[config.mk]
export PLATFORM = sky130hd
export DESIGN_NAME = irq_controller
export DESIGN_NICKNAME = d
export VERILOG_FILES = /design/src/rtl/irq_pkg.sv /design/src/rtl/irq_priority_enc.sv /design/src/rtl/irq_controller.sv
export SDC_FILE = /design/constraint.sdc
export NUM_CORES = 1
export LEC_CHECK = 0
export CORE_MARGIN = 5
export CORE_UTILIZATION = 45
export DETAILED_ROUTE_END_ITERATION = 8
export PLACE_DENSITY = 0.88
export SETUP_SLACK_MARGIN = 0.02
export SLEW_MARGIN = 30
export SYNTH_ARGS = -nofsm -noshare
export SYNTH_HDL_FRONTEND = slang
export SYNTH_SLANG_ARGS = --single-unit
export TNS_END_PERCENT = 1
[constraint.sdc]
create_clock -name clk -period 4.05 [get_ports clk]
set_clock_uncertainty 0.15 [all_clocks]
set_input_delay 0.405 -clock clk [delete_from_list [all_inputs] [get_ports clk]]
set_output_delay 0.405 -clock clk [all_outputs]
set_load 0.005 [all_outputs]
[src/rtl/irq_pkg.sv]
// Shared state encoding and constants for the interrupt/exception sequencer.
package irq_pkg;

    typedef enum logic [1:0] {
        USER   = 2'd0,
        WAIT   = 2'd1,
        ENTER  = 2'd2,
        KERNEL = 2'd3
    } irq_state_t;

    // Cause code reported for an undefined-opcode exception.
    localparam logic [2:0] CAUSE_EXC = 3'd7;
    localparam int         N_SRC_MAX = 7;

endpackage

[src/rtl/irq_priority_enc.sv]
// Fixed-priority encoder: bit 0 wins; emits a one-hot grant and the winning index.
module irq_priority_enc
#(
    parameter int N_SRC   = 4,
    parameter int CAUSE_W = 3
) (
    input  logic [N_SRC-1:0]   i_req,
    output logic [N_SRC-1:0]   o_grant,
    output logic [CAUSE_W-1:0] o_index
);

    // Scanning from the top down lets the lowest set bit overwrite the rest.
    always_comb begin
        o_grant = '0;
        o_index = '0;
        for (int i = N_SRC - 1; i >= 0; i--) begin
            if (i_req[i]) begin
                o_grant    = '0;
                o_grant[i] = 1'b1;
                o_index    = CAUSE_W'(i);
            end
        end
    end

endmodule

[src/rtl/irq_controller.sv]
// Interrupt/exception sequencer for the 5-stage MIPS pipeline; owns the Supervise flag.
// Define IRQ_EDGE_EN for rising-edge request capture (default build is level-sensitive).
module irq_controller
    import irq_pkg::*;
#(
    parameter int N_SRC   = 4,
    parameter int CAUSE_W = 3
) (
    input  logic               clk,
    input  logic               reset,
    input  logic [N_SRC-1:0]   irq_src,
    input  logic               irq_mask_wr,
    input  logic [N_SRC-1:0]   irq_mask_data,
    input  logic               if_stall,
    input  logic               id_branch,
    input  logic               id_eret,
    input  logic               id_undef,
    output logic               IRQ,
    output logic               Supervise,
    output logic [CAUSE_W-1:0] irq_cause,
    output logic [N_SRC-1:0]   irq_ack,
    output logic [N_SRC-1:0]   irq_pending
);

    irq_state_t         r_state;
    irq_state_t         w_stateNext;
    logic [N_SRC-1:0]   r_mask;
    logic [N_SRC-1:0]   r_pending;
    logic [N_SRC-1:0]   w_req;
    logic [N_SRC-1:0]   w_grant;
    logic [N_SRC-1:0]   w_pendNext;
    logic [CAUSE_W-1:0] w_index;
    logic [CAUSE_W-1:0] r_cause;
    logic               r_irq;
    logic               r_supervise;
    logic               w_safe;
    logic               w_exc;
    logic               w_take;

`ifdef IRQ_EDGE_EN
    logic [N_SRC-1:0]   r_srcPrev;

    always_ff @(posedge clk or posedge reset) begin
        if (reset) begin
            r_srcPrev <= '0;
        end else begin
            r_srcPrev <= irq_src & r_mask;
        end
    end

    assign w_req = irq_src & r_mask & ~r_srcPrev;
`else
    assign w_req = irq_src & r_mask;
`endif

    irq_priority_enc #(
        .N_SRC   (N_SRC),
        .CAUSE_W (CAUSE_W)
    ) u_prio (
        .i_req   (r_pending),
        .o_grant (w_grant),
        .o_index (w_index)
    );

    // An undefined opcode pre-empts an interrupt entry in the same cycle.
    assign w_safe     = !if_stall && !id_branch;
    assign w_exc      = id_undef && !if_stall && (r_state == USER || r_state == WAIT);
    assign w_take     = (r_state == WAIT) && w_safe && !w_exc;
    assign irq_ack    = w_take ? w_grant : '0;
    assign w_pendNext = (r_pending | w_req) & ~irq_ack;

    always_comb begin
        w_stateNext = r_state;
        case (r_state)
            USER: begin
                if (w_exc) begin
                    w_stateNext = KERNEL;
                end else if (|w_pendNext) begin
                    w_stateNext = WAIT;
                end
            end
            WAIT: begin
                if (w_exc) begin
                    w_stateNext = KERNEL;
                end else if (w_safe) begin
                    w_stateNext = ENTER;
                end
            end
            ENTER: begin
                w_stateNext = KERNEL;
            end
            KERNEL: begin
                if (id_eret && !if_stall) begin
                    w_stateNext = USER;
                end
            end
            default: begin
                w_stateNext = USER;
            end
        endcase
    end

    always_ff @(posedge clk or posedge reset) begin
        if (reset) begin
            r_state     <= USER;
            r_mask      <= '0;
            r_pending   <= '0;
            r_cause     <= '0;
            r_irq       <= 1'b0;
            r_supervise <= 1'b0;
        end else begin
            r_state     <= w_stateNext;
            r_pending   <= w_pendNext;
            r_irq       <= w_take;
            r_supervise <= (w_stateNext == KERNEL);
            if (irq_mask_wr) begin
                r_mask <= irq_mask_data;
            end
            if (w_take) begin
                r_cause <= w_index;
            end else if (w_exc) begin
                r_cause <= CAUSE_W'(CAUSE_EXC);
            end
        end
    end

    assign IRQ         = r_irq;
    assign Supervise   = r_supervise;
    assign irq_cause   = r_cause;
    assign irq_pending = r_pending;

endmodule

=== Word level (Yosys, flattened, before mapping) ===
Cells that the tools add are included.
Widths: inputs -> output; s select.

* Multiplexer cells: 17
* Bitwise gates (word level): 4
* Reductions and logical operators: 13
* Eq/ne operators: 4

{| class="wikitable"
|+ Operators by type and width
! operator !! count
|-
| $mux 4 || 5
|-
| $mux 2 || 9
|-
| $and 4x4->4 || 2
|-
| $pmux 2 s4 || 1
|-
| $eq 2x2->1 const B || 3
|-
| $logic_and 1x1->1 || 6
|-
| $mux 3 || 2
|-
| $not 4->4 || 1
|-
| $or 4x4->4 || 1
|-
| $reduce_or 4->1 || 1
|-
| $logic_not 1->1 || 3
|-
| $eq 2x1->1 const B || 1
|-
| $logic_not 2->1 || 1
|-
| $reduce_bool 2->1 || 1
|-
| $logic_or 1x1->1 || 1
|}

* Flip-flop bits (word level): 15
* Logic and storage cells: 44
* Input port bits: 15
* Output and inout bits: 13

=== Longest topological paths before layout ===
* Depth in word-level cells: 13
* Gate-level depth with buffers: 4
* Mapped depth without buffers: 3

=== By module ===
Synthesis repeated with hierarchy kept, for this count alone.

* Cell total of the unflattened synthesis: 63
* Area, all modules: 703.2 µm²

{| class="wikitable"
|+ Modules (own cells, without submodules)
! module !! instances !! area an instance (µm²) !! cells each
|-
| irq_controller || 1 || 631.9 || 52
|-
| irq_priority_enc || 1 || 71.3 || 11
|}

=== Worst setup path after synthesis ===
OpenSTA, ideal clock, no wires.

* Path kind: input -> output
* From: in if_stall
* To: out irq_ack[1]
* Slack: 2.149 ns
* Path buffers: 1
* Arrival: 1.346 ns
* Cell stages on the path: 4
* Required time: 3.495 ns
* Path through: or4b_1 > buf_6 > nor2_8 > and3_1

* Cells in the longest elaborated chain, start to end: 6

{| class="wikitable"
|+ Ends and longest elaborated chain
! item !! RTL line !! text
|-
| start: declaration || irq_controller.sv:14 || <nowiki>input logic if_stall,</nowiki>
|-
| $logic_not 1->1 (*) || irq_controller.sv:66, irq_controller.sv:67 ||
|-
| $logic_and 1x1->1 (2 in a row) || irq_controller.sv:67 || <nowiki>assign w_exc = id_undef && !if_stall && (r_state == USER || r_state == WAIT);</nowiki>
|-
| $logic_not 1->1 || irq_controller.sv:68 || <nowiki>assign w_take = (r_state == WAIT) && w_safe && !w_exc;</nowiki>
|-
| $logic_and 1x1->1 (*) || irq_controller.sv:68 ||
|-
| via w_take || irq_controller.sv:38 || <nowiki>logic w_take;</nowiki>
|-
| $mux 4 (*) || irq_controller.sv:69 || <nowiki>assign irq_ack = w_take ? w_grant : '0;</nowiki>
|-
| end: declaration || irq_controller.sv:21 || <nowiki>output logic [N_SRC-1:0] irq_ack,</nowiki>
|}

The timed path passes the listed nets; every way through them passes the cells marked *.

=== Worst setup path after layout ===
Ends and elaborated chain as after synthesis.

==> results.toml <==
[timing]
final.setup.tns_ns = 0
max_freq_ghz = 0.331
fin_hold_ws_ns = 0.324
worstMarginPinSlew_ns = 0.575
finalMaxSlewViolations = 0
period_minus_slack_ns = 3.02
period_share = 0.746
slew_headroom = 0.617
finalSetupViolations = 0
finalHoldViolations = 0
grt_setup_unrepaired = "no"

[floorplanning]
fp-row-count = 14
start_util = 0.482
dieWidth_microns = 50.4
fp.dieH_microns = 50.4
io_pins = 28
core_area_sq_um = 1520
dieArea_sq_um = 2540

[detailed_routing]
wl_met1_microns = 677
met2_length_microns = 912
routed_wl_microns = 1780
viasPerCell = 5.89
antenna_left = 0
vias = 683
drt_iter0_drc = 22
dr_wl_met3_microns = 169
wire_per_inst_microns = 15.4
drtPass1Iterations = 4
dr.max_layer_used = "met4"
drc = 0

[pwr]
p_per_area_nw_per_um2 = 387
leakagePower_nw = 0.436
power_mw = 0.403
irDropWorstVdd_mv = 0.210

[synth]
seq_area_frac_synth = 0.511
ys_ff_latch = 15
ys_async_sr_fraction = 1.00
synth_common_cells = "15 x dfrtp_1, 7 x inv_1, 6 x o21ai_0"
synthMuxAreaShare = 0.0613
yosys.area_share.simple = 0.199
yosys.cell_count.top_type = "dfrtp_1"
yosysWarningCount = 0
syn_area_per_cell_sq_um = 10.5
synth_top_area_cell = "dfrtp_1"
synth_top_family_by_area = "simple AND/OR/NAND/NOR gates"
synth_flop_cell = "dfrtp_1"
synthCells = 70
synth_top_area_share = 0.511
synth_compound_area_frac = 0.177
synthesis.nets = 85
syn_area_sq_um = 734
synth_xor_area_frac = 0
ys_types = 28
synth_edf_count = 0
yosys-top-cells-area = "dfrtp_1 51%, mux2_2 6.1%, o21ai_0 4.1%, inv_1 3.6%, a21oi_1 3.4%"
synth_fa_ha_area_frac = 0

[cts]
ctsHtreeMaxLevel = 1
cts_tree = "built"
cts_root_buffer = "clkbuf_4"
clk_latency_ns = 0.28
cts.sinks = 15
post_cts_resized = 0
ctsHoldBuffers = 0
cts_buffers = 3
clkTransAtPathRegs_ns = 0.09
clockBufferDepth = 2
postCtsSetupBuffers = 0

[worst_setup_path]
critical_path.max_fanout = 7
crit_family = "simple AND/OR/NAND/NOR gates"
crit_slowest_cell = "or4b_1"
cp.required_ns = 3.49
crit_path_frequent_cell = "clkdlybuf4s50_1"
start_kind = "primary input"
endpoint_kind = "output pin"
cp.buffers_inverters = 2
cpPeakStageDelay_ns = 0.75
path_class = "in -> out"
arrival_ns = 2.47
worstPathCellList = "clkdlybuf4s50_1, or4b_1, nor2_8, and3_1, clkdlybuf4s50_1"

[hold_path]
min_path_type = "in -> async"

[place]
gp_congestion = 0.777
buffer_ports.inserted = 27
hpwl_microns = 1350
dp.cells = 112

[final_layout]
fin_nets = 116
utilization = 0.683
diodes = 0
drive_gt1_frac = 0.100
syn_to_final_growth_pct = 41.7
fin_cells = 116

[global_routing]
grt_overflow = 0
grt_pass1_vias = 711
grt_max_degree = 16
antenna_found_initial = 0
grt_usage = 0.161
grt_pass1_wl_microns = 3120

[run]
maxCapViolCount = 0

[outcome]
status = "finished clean"
[path summary, 6_finish.rpt]
| check | startpoint | end | slack (ns) | depth (start not counted) |
|---|---|---|---|---|
| worst min register to register | irq_cause[2] | irq_cause[2] | 0.36 | 1 |
| worst max register to register | r_state[1] | r_state[0] | 2.28 | 3 |
| worst min-delay path | reset | irq_cause[2] | 0.32 | 2 |
| max in group asynchronous | reset | r_mask[2] | 3.05 | 2 |
| worst max-delay path | if_stall | irq_ack[1] | 1.03 | 5 |
| min in group clk | irq_cause[2] | irq_cause[2] | 0.36 | 1 |
[final cells by class]
class | count | area, sq um
clock buffers | 3 | 22.5
clock inverters | 1 | 5.00
fillers | 118 | 483
inverters | 7 | 26.3
multi-input cells | 47 | 322
flip-flops and latches | 15 | 375
well taps | 16 | 20.0
repair buffers | 27 | 270
[layout by cell type, fill, tap and decap left out, drive strengths merged]
master / Yosys / final
mux2: 4 / 4
clkdlybuf4s50: 0 / 27
and3: 1 / 1
or4b: 1 / 1
dfrtp: 15 / 15
nor2b: 2 / 2
and2: 1 / 1
or3: 2 / 2
a22o: 1 / 1
o21ai: 8 / 8
nor3: 3 / 3
inv: 7 / 7
a41oi: 1 / 1
clkinv: 0 / 1
a211o: 1 / 1
a22oi: 2 / 2
nor2: 5 / 5
a222oi: 1 / 1
a31oi: 1 / 1
nand3: 1 / 1
nand2: 1 / 1
clkbuf: 0 / 3
nand2b: 1 / 1
and4: 1 / 1
nand3b: 3 / 3
a21oi: 5 / 5
a211oi: 1 / 1
[report_power, final]
| group | internal [mW] | switching (mW) | total [mW] |
|---|---|---|---|
| sequential | 0.177 | 0.0245 | 0.201 |
| clock | 0.0367 | 0.0494 | 0.0861 |
| combinational | 0.0694 | 0.0461 | 0.115 |
| total | 0.283 | 0.120 | 0.403 |
[metal layers]
layer / up-vias / GRT usage
met2: 38 / 0.278
met3: 4 / 0.0680
met4: 0 / 0.0553
li1: 316 / -
met5: - / 0
met1: 325 / 0.176
[cells by family (layout without fill, tap and decap cells)]
kind of cell | Yosys count | in the layout
flops | 15 | 15
simple gates | 22 | 22
mux | 4 | 4
buf+inv | 8 | 38
compound gates | 21 | 21
[flip-flops by register name (all words and copies together), names as in the netlist]
| name | cells |
|---|---|
| irq_pending | 4 |
| irq_cause | 3 |
| Supervise | 1 |
| IRQ | 1 |
| r_mask | 4 |
| r_state | 2 |
[per-stage QoR]
step / setup WS [ns] / cell area, sq um
floorplan: 2.15 / 734
global placement: 1.07 / 1010
detailed placement: 1.03 / 1010
CTS: 1.03 / 1040
global route: 0.941 / 1040
finish: 1.03 / 1040
Note: power is estimated with default switching activity, not from simulation.
